## config.mk

```make
export PLATFORM = sky130hd
export DESIGN_NAME = output4to1_arbiter
export DESIGN_NICKNAME = d
export VERILOG_FILES = /design/src/rtl/output4to1_arbiter.sv
export SDC_FILE = /design/constraint.sdc
export NUM_CORES = 1
export LEC_CHECK = 0
export ABC_AREA = 0
export BUFFER_PORTS_ARGS = -buffer_cell sky130_fd_sc_hd__buf_4
export CORE_AREA = 8 8 112 114
export DETAILED_ROUTE_END_ITERATION = 16
export DIE_AREA = 0 0 120 122
export GPL_TIMING_DRIVEN = 0
export PLACE_DENSITY = 0.64
export SLEW_MARGIN = 20
export SYNTH_ARGS = -nofsm -noshare
export SYNTH_HDL_FRONTEND = slang
export SYNTH_SLANG_ARGS = --single-unit
```

## constraint.sdc

```tcl
create_clock -name clk -period 2.3 [get_ports clk]
set_input_delay 0.46 -clock clk [delete_from_list [all_inputs] [get_ports clk]]
set_output_delay 0.46 -clock clk [all_outputs]
set_load 0.05 [all_outputs]
```

## src/rtl/output4to1_arbiter.sv

```systemverilog
// rtl/output4to1_arbiter.sv - 4-to-1 round-robin merge of 2-phase bundled-data channels
//
// Optional feature macro: OUT_ARB_GRANT_CNT_EN (adds per-input grant counters).
//
// Ports:
//   clk        block clock
//   rst        asynchronous active-low reset; clears every flop
//   in_req     [3:0] 2-phase request per input (index 0..3 = demux outD, outC, outB, outE)
//   in_ack     [3:0] 2-phase acknowledge per input
//   in_data    [3:0][n-1:0] bundled flit per input, stable while in_req != in_ack
//   out_req    2-phase output request
//   out_ack    2-phase output acknowledge
//   out_data   [n-1:0] registered output flit, held between transfers
//   busy       high from grant until the granted input is acknowledged
//   grant_cnt  [3:0][15:0] saturating grant count per input (macro only)

module output4to1_arbiter #(
  parameter int n           = 32,
  parameter int SYNC_STAGES = 2   // must be >= 2
) (
  input  logic                clk,
  input  logic                rst,
  input  logic [3:0]          in_req,
  output logic [3:0]          in_ack,
  input  logic [3:0][n-1:0]   in_data,
  output logic                out_req,
  input  logic                out_ack,
  output logic [n-1:0]        out_data,
  output logic                busy
`ifdef OUT_ARB_GRANT_CNT_EN
  ,
  output logic [3:0][15:0]    grant_cnt
`endif
);

  typedef enum logic [1:0] {
    IDLE    = 2'd0,
    LAUNCH  = 2'd1,
    WAIT    = 2'd2,
    RELEASE = 2'd3
  } state_t;

  state_t                         state_q, state_d;
  logic [SYNC_STAGES-1:0][3:0]    rq_sync_q, rq_sync_d;
  logic [SYNC_STAGES-1:0]         ak_sync_q, ak_sync_d;
  logic [1:0]                     ptr_q, ptr_d;
  logic [1:0]                     grant_q, grant_d;
  logic [3:0]                     in_ack_q, in_ack_d;
  logic                           out_req_q, out_req_d;
  logic [n-1:0]                   out_data_q, out_data_d;
  logic                           busy_q, busy_d;
`ifdef OUT_ARB_GRANT_CNT_EN
  logic [3:0][15:0]               grant_cnt_q, grant_cnt_d;
`endif

  logic [3:0] rq_s;
  logic       ak_s;
  logic [3:0] pend;
  logic       any_pend;
  logic [1:0] grant_sel;
  logic [1:0] scan_idx;

  // Synchroniser chains: stage 0 samples the raw input, the last stage is the
  // clk-domain view.
  always_comb begin
    rq_sync_d = {rq_sync_q[SYNC_STAGES-2:0], in_req};
    ak_sync_d = {ak_sync_q[SYNC_STAGES-2:0], out_ack};
  end

  assign rq_s     = rq_sync_q[SYNC_STAGES-1];
  assign ak_s     = ak_sync_q[SYNC_STAGES-1];
  assign pend     = rq_s ^ in_ack_q;
  assign any_pend = |pend;

  // Round-robin pick: scan offsets 3..0 from ptr so the smallest offset that
  // is pending is the one left in grant_sel.
  always_comb begin
    grant_sel = ptr_q;
    scan_idx  = 2'd0;
    for (int k = 3; k >= 0; k--) begin
      scan_idx = ptr_q + 2'(k);
      if (pend[scan_idx]) begin
        grant_sel = scan_idx;
      end
    end
  end

  always_comb begin
    state_d    = state_q;
    ptr_d      = ptr_q;
    grant_d    = grant_q;
    in_ack_d   = in_ack_q;
    out_req_d  = out_req_q;
    out_data_d = out_data_q;
    busy_d     = busy_q;
`ifdef OUT_ARB_GRANT_CNT_EN
    grant_cnt_d = grant_cnt_q;
`endif

    case (state_q)
      IDLE: begin
        if (any_pend) begin
          grant_d    = grant_sel;
          out_data_d = in_data[grant_sel];
          busy_d     = 1'b1;
          state_d    = LAUNCH;
        end
      end

      // Data was registered on the previous edge, so it is already stable
      // when the request toggles.
      LAUNCH: begin
        out_req_d = ~out_req_q;
        state_d   = WAIT;
      end

      // Release bookkeeping is committed on the edge that leaves WAIT so the
      // input ack follows the synchronised output ack by one clock.
      WAIT: begin
        if (ak_s == out_req_q) begin
          in_ack_d[grant_q] = ~in_ack_q[grant_q];
          ptr_d             = grant_q + 2'd1;
          busy_d            = 1'b0;
`ifdef OUT_ARB_GRANT_CNT_EN
          if (grant_cnt_q[grant_q] != 16'hFFFF) begin
            grant_cnt_d[grant_q] = grant_cnt_q[grant_q] + 16'd1;
          end
`endif
          state_d = RELEASE;
        end
      end

      // One settle cycle: pend of the released input is recomputed from the
      // new in_ack before the next IDLE scan.
      RELEASE: begin
        state_d = IDLE;
      end

      default: begin
        state_d = IDLE;
      end
    endcase
  end

  always_ff @(posedge clk or negedge rst) begin
    if (!rst) begin
      state_q    <= IDLE;
      rq_sync_q  <= '0;
      ak_sync_q  <= '0;
      ptr_q      <= 2'd0;
      grant_q    <= 2'd0;
      in_ack_q   <= 4'b0;
      out_req_q  <= 1'b0;
      out_data_q <= '0;
      busy_q     <= 1'b0;
`ifdef OUT_ARB_GRANT_CNT_EN
      grant_cnt_q <= '0;
`endif
    end else begin
      state_q    <= state_d;
      rq_sync_q  <= rq_sync_d;
      ak_sync_q  <= ak_sync_d;
      ptr_q      <= ptr_d;
      grant_q    <= grant_d;
      in_ack_q   <= in_ack_d;
      out_req_q  <= out_req_d;
      out_data_q <= out_data_d;
      busy_q     <= busy_d;
`ifdef OUT_ARB_GRANT_CNT_EN
      grant_cnt_q <= grant_cnt_d;
`endif
    end
  end

  assign in_ack   = in_ack_q;
  assign out_req  = out_req_q;
  assign out_data = out_data_q;
  assign busy     = busy_q;
`ifdef OUT_ARB_GRANT_CNT_EN
  assign grant_cnt = grant_cnt_q;
`endif

endmodule
```

**Word level (Yosys, flattened, before mapping)**

Index checks and enable logic that the tools add are counted.

- Bits in registers: 54
- Bits in latches: 0
- RAM bits: 0
- Bits in read-only memories: 0
- Input bits: 135
- Memories: 0

- $add $sub $neg: 4
- Multipliers: 0
- Div/mod/pow operators: 0
- $lt $le $gt $ge: 7
- Eq/ne operators: 6
- Shift-type cells: 0
- Multiplexer cells: 25
- Bitwise logic cells: 3
- Reduce and logical (&&, ||, !) cells: 8

Operators with widths:

| kind | count |
|---|---|
| binary-select mux 32 bit (select 2 bit) | 1 |
| two-way mux 32 bit | 1 |
| less-than comparator 2 x 3 -> 1 bit (second input constant) | 6 |
| two-way mux 2 bit | 6 |
| binary-select mux 1 bit (select 2 bit) | 5 |
| two-way mux 1 bit | 8 |
| case mux 2 bit (4 select lines) | 1 |
| AND reduction 2 bit | 3 |
| adder 2 x 1 -> 2 bit (second input constant) | 2 |
| adder 2 bit (second input constant) | 2 |
| bitwise mux 4 bit | 1 |
| == test 2 bit (second input constant) | 2 |
| != test 2 bit (second input constant) | 2 |
| OR reduction 4 bit | 1 |
| XOR 4 bit | 1 |
| AND reduction 3 bit | 1 |
| demux 1 bit (select 2 bit) | 1 |
| == test 2 x 1 -> 1 bit (second input constant) | 1 |
| >= comparator 2 x 1 -> 1 bit (second input constant) | 1 |
| zero test 2 bit | 1 |
| inverter 1 bit | 2 |
| case mux 1 bit (2 select lines) | 1 |
| nonzero test 2 bit | 1 |
| == test 1 bit | 1 |
| logical AND 1 bit | 1 |

**Longest topological paths before layout**

Gate-level depths: netlist (run 1).

- Depth in word-level cells: 9
- Gate-level depth with buffers: 8
- Gate-level depth less buffers: 6

**Worst setup path before layout (run 1)**

Ideal clock, no wire load.

- Kind: reg2reg
- Start point: register in_ack_q[0] (netlist: in_ack[0])
- End point: register out_data_q[11] (netlist: out_data[11])
- Data arrival time: 2212 ps
- Slack: -48 ps
- Stages on the path, launching flop included: 8
- Buffers on the path: 1
- Period minus slack after synthesis: 2348 ps
- Cells stage by stage: dfrtp_1 > xnor2_2 > nand3_1 > a22oi_4 > buf_6 > mux2_2 > o22ai_1 > o31ai_2

- Word-level cells in the longest chain between the ends: 9
- Elaborated cells on any way between the ends: 17

Ends and longest elaborated chain:

| item | RTL line | source |
|---|---|---|
| start: declaration | 48 | `logic [3:0] in_ack_q, in_ack_d;` |
| start signal: assignment | 165 | `in_ack_q <= in_ack_d;` |
| XOR 4 bit * | 72 | `assign pend = rq_s ^ in_ack_q;` |
| binary-select mux 1 bit (select 2 bit) | 82 | `if (pend[scan_idx]) begin` |
| two-way mux 1 bit (not written as such) | 82 |  |
| two-way mux 2 bit (4 in series) | 82 |  |
| binary-select mux 32 bit (select 2 bit) | 104 | `out_data_d = in_data[grant_sel];` |
| two-way mux 32 bit (not written as such) | 104 |  |
| end signal: assignment | 167 | `out_data_q <= out_data_d;` |
| end: declaration | 50 | `logic [n-1:0] out_data_q, out_data_d;` |

Mark *: on every way between the ends. The rest lies on a longest branch, timed or not. The select of a mux whose other input is x is not followed.
A chain may end at the register's enable or synchronous reset.

**Final worst setup path (run 1)**

- Start point: register in_ack_q[1] (netlist: in_ack[1])
- End point: register out_data_q[11] (netlist: out_data[11])

The elaborated chain is that of the path after synthesis.

==> results of run 1 <==
[cell usage after synthesis (all sizes together)]
library cell | instances | area, um^2
dfrtp | 54 | 1351
nand2 | 39 | 146.4
mux2 | 33 | 371.6
nand2b | 32 | 200.2
o22ai | 32 | 200.2
o31ai | 32 | 265.3
o32ai | 32 | 317.8
buf | 19 | 185.2
clkbuf | 14 | 52.55
a21oi | 11 | 55.05
nor2 | 9 | 41.29
ha | 8 | 100.1
inv | 7 | 26.28
o21ai | 5 | 25.02
a31oi | 4 | 25.02
xnor2 | 4 | 50.05
xor2 | 4 | 50.05
and2 | 3 | 18.77
o221ai | 3 | 38.79
a22oi | 2 | 28.78
nor3 | 2 | 10.01
a2111oi | 1 | 27.53
a221o | 1 | 10.01
and3 | 1 | 6.260
mux4 | 1 | 22.52
nand3 | 1 | 5.000
nor3b | 1 | 7.510
o32a | 1 | 10.01
or2 | 1 | 6.260
[final timing paths]
kind,end,depth (start not counted)
max,out_data[11],8
min,out_data[14],1
max reg2reg,out_data[11],8
min reg2reg,rq_s[3],0
max in group asynchronous,rq_s[2],1
min in group clk,rq_sync_d[4],1
[cells by family after synthesis]
kind of cell | share of synthesized area
flops | 0.3697
fa+ha+maj | 0.02739
compound gates | 0.2746
xor+xnor | 0.02739
mux | 0.1078
buf+inv | 0.07224
simple gates | 0.1209
[power breakdown]
part	total (mW)	internal (mW)	switching (mW)
Clock	0.692	0.359	0.334
Sequential	1.74	1.38	0.355
Combinational	7.50	3.01	4.49
Total	9.93	4.76	5.18
[routing by layer]
| layer | vias up | part of all wire | GRT usage |
|---|---|---|---|
| met3 | 26 | 0.078 | 0.04951 |
| met1 | 1773 | 0.41 | 0.2137 |
| met4 | 0 | 0.029 | 0.05699 |
| met5 | - | 0 | 0 |
| met2 | 170 | 0.48 | 0.3095 |
| li1 | 1728 | - | - |
[flip-flops by register name, summed over array words and instances, names as in the netlist]
| name | count |
|---|---|
| grant_q | 2 |
| rq_s | 4 |
| state_q | 2 |
| rq_sync_d | 4 |
| ak_sync_q | 2 |
| out_req | 1 |
| busy | 1 |
| ptr_q | 2 |
| out_data | 32 |
| in_ack | 4 |
[timing repair]
item                                    4_1_cts  5_1_grt
endpoints found under the setup margin       31       32
pin swaps                                     1        4
buffers inserted                              1        5
resized for setup                            10       15
cloned                                        0        2
[metrics by stage]
| stage | util | hold WS (ns) | power (mW) | instance area, um^2 | std cells |
|---|---|---|---|---|---|
| 2_1_floorplan | - | 0.1644 | 6.828 | 3666 | 357 |
| 3_3_place_gp | 0.4798 | 0.3322 | 8.719 | 5132 | 669 |
| 3_5_place_dp | 0.4798 | 0.3379 | 8.844 | 5132 | 669 |
| 4_1_cts | 0.4953 | 0.2097 | 9.662 | 5299 | 678 |
| 5_1_grt | 0.5081 | 0.2373 | 10.67 | 5435 | 684 |
| 6_report | 0.5081 | 0.1914 | 9.934 | 5435 | 684 |
[area by class of cell]
class                      instances  area share
sequential                        54      0.2498
buffer                            32     0.04719
timing repair buffer             179      0.2528
clock inverter                     2    0.007136
multi-input combinational        264      0.3909
inverter                           7    0.004834
clock buffer                       6     0.01519
tap                              140     0.03223
==> impl_metrics.toml, run 1 <==
[clock_tree]
clkTransAtPathRegs_ns = 0.10
cts_made_buffers = 5
htreeDepth = 2
holdBufCountCts = 0
clk_latency_ns = 0.31
clock-sinks = 54
clock_path_buffers = 2
cts_root_buffer = "clkbuf_8"
cts_tree = "done"

[sta]
final.setup.tns_ns = 0
fmax_mhz = 460.1
fin_worst_skew_ns = 0.01429
finalSetupViolCount = 0
worst_slack_ns = 0.1267
finalHoldViolCount = 0
tightest_slew_ns = 0.6959
finalCritPeriodShare = 0.9449
rsz0062_at_grt = "yes"
fin_crit_ns = 2.173
slew_viol_final = 0
slew_headroom = 0.5361

[finish]
layout-drive-gt1-share = 0.4798
register_area_um2 = 1358
final_common_cell = "buf_4"
diodes = 0
final_nets = 686
area_growth_pct = 48.72
fill_cells = 1002
multi_input_area_um2 = 2125
layout_common_cells = "buf_4, dfrtp_1, nand2_1"

[detailed_routing]
drc_errors = 0
wl_um = 13330
drt_iter0_drc = 283
vias = 3697
detail_route.first_pass.iterations = 4
antenna_left = 0
wl_per_cell_um = 19.49
viasPerCell = 5.405

[place]
place_hpwl_um = 9879
io_buffer_count = 172
pre_cts_ws_ns = -0.2445
finalWeightedCongestion = 0.8400

[setup_path]
timing.rr.start = "in_ack[1]"
critPathSlowestCell = "dfrtp_1"
cpPeakStageDelay_ns = 0.49
crit_path_max_fanout = 10
crit_family = "flip-flops"
endpoint_kind = "flop"
worstPathCellList = "xor2_4 > nor2_2 > a22oi_4 > buf_12 > buf_6 > mux2_2 > o22ai_1 > o31ai_2"
crit_start = "in_ack[1]"
start_kind = "flop"
regToRegSetupSlack_ns = 0.13
required_ns = 2.48
worst_ep_arrival_time_ns = 2.35
crit_buf_inv = 2
crit_type = "reg -> reg"

[synth]
postSynthNetCount = 500
ys_types = 40
synthCells = 357
synth_seq_cells = 54
avgSynthCellArea_um2 = 10.24
syn-cell-area_um2 = 3655
yosysWarnings = 0
seq_area_frac_synth = 0.3697

[job]
cap_violations = 0

[worst_hold_path]
min_path_type = "in -> async"

[floorplanning]
die_h_um = 122
initial_core_util = 0.3416
io_pins = 173
dieArea_um2 = 14640
fp-row-count = 38
die_x_um = 120
core_um2 = 10700

[global_routing]
grt_pass1_wl_um = 21360
grt_max_degree = 55
antenna_found_initial = 0
gr-usage-all-layers = 0.1797
grt-ovfl-total = 0
grt_pass1_vias = 4038

[power_and_ir_drop]
irDropWorstVdd_mv = 0.7002
leakagePower_nw = 2.414
powerDensity_nw_per_um2 = 1828

[status]
status = "finished, final reports clean"
No activity file was read; power rests on OpenSTA's default activity.
==> inputs of run 2 (changes only) <==
clock period = 2.44 ns   (was 2.3 ns; I/O delays follow)
==> run 2 against run 1 <==
  * Worst setup slack got worse by 0.041 ns
  * Clock skew fell by 0.0055 ns
  * Via count grew 0.14%
  * Non-clock buffer count fell by 4
  * Combinational power fell by 8.9%
  * Critical path depth down 1
  * Die area stayed put
  * Hold slack better by 0.024 ns
  * Global-route usage down 0.77 points
  * Utilization fell by 1.3 points
  * Sequential cell count unchanged
  * Critical path type unchanged
  * Largest power group unchanged
==> impl_metrics.toml, run 2 (synthesis results as in run 1) <==
[worst_hold_path]
min_path_type = "in -> async"

[power_and_ir_drop]
p_switching_mw = 4.825
totalPowerFinal_mw = 8.956
irDropWorstVdd_mv = 0.7606
power.internal_mw = 4.131
pwr-share-comb = 0.762
seq_power_share = 0.181
clock_power_share = 0.057
leakagePower_nw = 2.351
powerDensity_nw_per_um2 = 1693
swShare = 0.5387

[sta]
fmax_mhz = 424.8
finalHoldViolCount = 0
worst_slack_ns = 0.08575
slew_headroom = 0.5289
fin_crit_ns = 2.354
tightest_slew_ns = 0.7066
rsz0062_at_grt = "no"
slew_viol_final = 0
finalCritPeriodShare = 0.9649
finalSetupViolCount = 0
whs_ns = 0.2150
final.setup.tns_ns = 0
fin_worst_skew_ns = 0.008822

[finish]
register_area_um2 = 1351
layout-drive-gt1-share = 0.4610
post-route-cell-area_um2 = 5291
diodes = 0
layout_common_cells = "buf_4, dfrtp_1, nand2_1"
fill_cells = 1022
final_nets = 681
final_common_cell = "buf_4"
area_growth_pct = 44.78
largest_reg_flops = 32
multi_input_area_um2 = 2103

[detailed_routing]
detail_route.first_pass.iterations = 4
viasPerCell = 5.460
drc_errors = 0
wl_per_cell_um = 19.54
drt_iter0_drc = 273
antenna_left = 0
wl_um = 13250
vias = 3702

[clock_tree]
cts_made_buffers = 5
cts_tree = "done"
clock-sinks = 54
clk_latency_ns = 0.31
cts_root_buffer = "clkbuf_8"
clock_path_buffers = 2
clkTransAtPathRegs_ns = 0.11
htreeDepth = 2

[global_routing]
gr-usage-all-layers = 0.1720
grt-ovfl-total = 0
grt_max_degree = 55
grt_pass1_wl_um = 20410
grt_pass1_vias = 4012
antenna_found_initial = 0

[job]
cap_violations = 0

[place]
placed_cell_area_um2 = 5121
pre_cts_ws_ns = -0.1135
io_buffer_count = 172
finalWeightedCongestion = 0.7645
place_hpwl_um = 9894

[floorplanning]
io_pins = 173
dieArea_um2 = 14640
die_x_um = 120
fp-row-count = 38
core_um2 = 10700
die_h_um = 122
initial_core_util = 0.3416

[setup_path]
critPathSlowestCell = "dfrtp_1"
crit_buf_inv = 1
worst_ep_arrival_time_ns = 2.55
cpPeakStageDelay_ns = 0.48
crit_family = "compound AO/OA/AOI/OAI gates"
crit_path_max_fanout = 10
required_ns = 2.63
endpoint_kind = "flop"
start_kind = "flop"
worstPathCellList = "xnor2_4 > nand3_1 > a22oi_4 > buf_6 > mux2_2 > o22ai_1 > o31ai_1"
crit_type = "reg -> reg"

[status]
status = "finished, final reports clean"
==> run 2: what timing repair did <==
action | CTS | global route
buffers inserted | 0 | 2
hold buffers | 0 | 0
endpoints found under the setup margin | 31 | 31
pin swaps | 0 | 1
gates resized for setup | 3 | 17
==> run 2: final cells by class <==
class,instances,area share
sequential,54,0.2554
tap,140,0.03310
buffer,33,0.04658
inverter,7,0.004966
clock buffer,5,0.01301
clock inverter,2,0.002601
timing repair buffer,174,0.2469
multi-input combinational,263,0.3975
==> run 2: final timing paths <==
path	cells after the start	slack [ns]	to	start
max	7	0.09	out_data[25]	in_ack[0]
min reg2reg	0	0.36	rq_s[1]	rq_sync_d[5]
min	1	0.21	out_data[17]	rst
max reg2reg	7	0.09	out_data[25]	in_ack[0]
max in group asynchronous	1	1.75	out_data[21]	rst
min in group clk	1	0.28	rq_sync_d[4]	in_req[0]
==> run 2: through the flow <==
stage / cells / util
finish: 678 / 0.4946
detailed placement: 669 / 0.4787
global route: 678 / 0.4946
global placement: 669 / 0.4787
CTS: 676 / 0.4882
floorplan: 357 / -
==> run 2: power by group through the flow <==
stage	sequential (mW)	combinational, mW	clock [mW]
2_1_floorplan	2.67	3.75	0
3_3_place_gp	1.58	6.66	0
3_5_place_dp	1.60	6.75	0
4_1_cts	1.59	6.79	0.535
5_1_grt	1.66	7.32	0.560
6_report	1.62	6.83	0.512
==> run 2: metal layers <==
| metal | GRT usage | up-vias | part of all wire |
|---|---|---|---|
| met5 | 0 | - | 0 |
| met4 | 0.04918 | 0 | 0.016 |
| met3 | 0.04165 | 20 | 0.071 |
| met2 | 0.2986 | 170 | 0.50 |
| met1 | 0.2079 | 1796 | 0.41 |
| li1 | - | 1716 | - |
==> inputs of run 3 (changes only) <==
CELL_PAD_IN_SITES_DETAIL_PLACEMENT = 1   (was default)
CELL_PAD_IN_SITES_GLOBAL_PLACEMENT = 1   (was default)
PLACE_DENSITY = 0.82   (was 0.64)
==> run 3 against run 2 <==
  * Worst setup slack improved by 0.021 ns
  * Die area did not move
  * Sequential cell count did not move
  * Combinational power rose by 2%
  * Critical path depth did not move
==> impl_metrics.toml, run 3 (synthesis results as in run 1) <==
[status]
status = "finished, final reports clean"

[power_and_ir_drop]
leakagePower_nw = 2.358
powerDensity_nw_per_um2 = 1712
irDropWorstVdd_mv = 0.7573
totalPowerFinal_mw = 9.107

[sta]
finalCritPeriodShare = 0.9562
fmax_mhz = 428.6
fin_worst_skew_ns = 0.006555
slew_headroom = 0.5125
finalHoldViolCount = 0
whs_ns = 0.2033
tightest_slew_ns = 0.7313
slew_viol_final = 0
finalSetupViolCount = 0
fin_crit_ns = 2.333

[setup_path]
reg2reg_to = "out_data[12]"
worstRegToRegCells = 7
start_kind = "flop"
regToRegSetupSlack_ns = 0.11
worst_ep_arrival_time_ns = 2.53
crit_start = "in_ack[3]"
endpoint_kind = "flop"
crit_path_max_fanout = 10
timing.rr.start = "in_ack[3]"
required_ns = 2.64
crit_type = "reg -> reg"

[detailed_routing]
wl_per_cell_um = 21.41
drt_iter0_drc = 161
vias = 3705
wl_um = 14560
drc_errors = 0
detail_route.first_pass.iterations = 4
viasPerCell = 5.449
antenna_left = 0

[finish]
fill_cells = 1260
final_common_cell = "buf_4"
final_nets = 682
largest_reg_flops = 32
final_cells = 680
post-route-cell-area_um2 = 5320
layout_common_cells = "buf_4, dfrtp_1, nand2_1"
fin_util = 0.4973
area_growth_pct = 45.57
diodes = 0
layout-drive-gt1-share = 0.4667

[global_routing]
grt_max_degree = 55
grt-ovfl-total = 0
met3_usage = 0.05460
met1_usage = 0.2128
grt_pass1_vias = 4250
met2_usage = 0.3584
antenna_found_initial = 0
grt_pass1_wl_um = 22730
grt-busiest-layer = "met2"
gr-usage-all-layers = 0.1948

[floorplanning]
io_pins = 173
die_x_um = 120
fp-row-count = 38
core_um2 = 10700
dieArea_um2 = 14640
initial_core_util = 0.3416
die_h_um = 122

[place]
dp.cells = 669
placed_cell_area_um2 = 5121
place_hpwl_um = 11140
io_buffer_count = 172
finalWeightedCongestion = 0.7767

[job]
cap_violations = 0

[clock_tree]
htreeDepth = 2
cts_root_buffer = "clkbuf_8"
holdBufCountCts = 0
cts_tree = "done"
clock-sinks = 54
cts_made_buffers = 5
clk_latency_ns = 0.32
clock_path_buffers = 2
clkTransAtPathRegs_ns = 0.11

[worst_hold_path]
min_path_type = "in -> async"
[run 3: critical path, cell delays in order (launching register included)]
cell and delay (ns):
dfrtp_1 0.55, xor2_4 0.29, o221ai_2 0.18, a22oi_4 0.31
buf_6 0.21, mux2_2 0.35, o22ai_1 0.21, o31ai_2 0.09
[run 3: how the worst max path moves through the flow]
stage | to | slack, ns | cells past startpoint
2_1_floorplan | out_data[11] | 0.09 | 7
3_3_place_gp | out_data[5] | -0.05 | 6
3_5_place_dp | out_data[2] | -0.15 | 6
4_1_cts | out_data[26] | 0.01 | 6
5_1_grt | out_data[12] | -0.03 | 7
6_report | out_data[12] | 0.11 | 7
[run 3: power breakdown]
part           total (mW)  switching [mW]  internal [mW]
clock network       0.536           0.333          0.203
logic                6.94            4.30           2.65
registers            1.63           0.327           1.30
total                9.11            4.96           4.15
[run 3: metrics by stage]
step | TNS, ns | setup slack, ns
finish | 0 | 0.1069
detailed placement | -2.192 | -0.1490
floorplan | 0 | 0.09151
global placement | -0.7923 | -0.05496
CTS | 0 | 0.01148
global route | -0.02607 | -0.02607
[run 3: what timing repair did]
action,CTS,global route
pin swaps,1,2
setup buffers,0,2
setup endpoints to repair,31,31
resized for setup,7,14
cloned,0,1
[run 3: final cells by class]
type	count	area, um^2	area share
sequential	54	1353	0.2542
buffer	33	246.5	0.04633
tap	140	175.2	0.03293
inverter	7	26.28	0.004939
clock buffer	5	68.82	0.01294
multi-input combinational	264	2123	0.3991
timing repair buffer	174	1306	0.2455
clock inverter	3	21.27	0.003998
[run 3: metal layers]
metal	vias to the layer above	wire length, um
met5	-	0
met4	0	235
met3	14	1001
met2	137	7585
met1	1838	5733
li1	1716	-
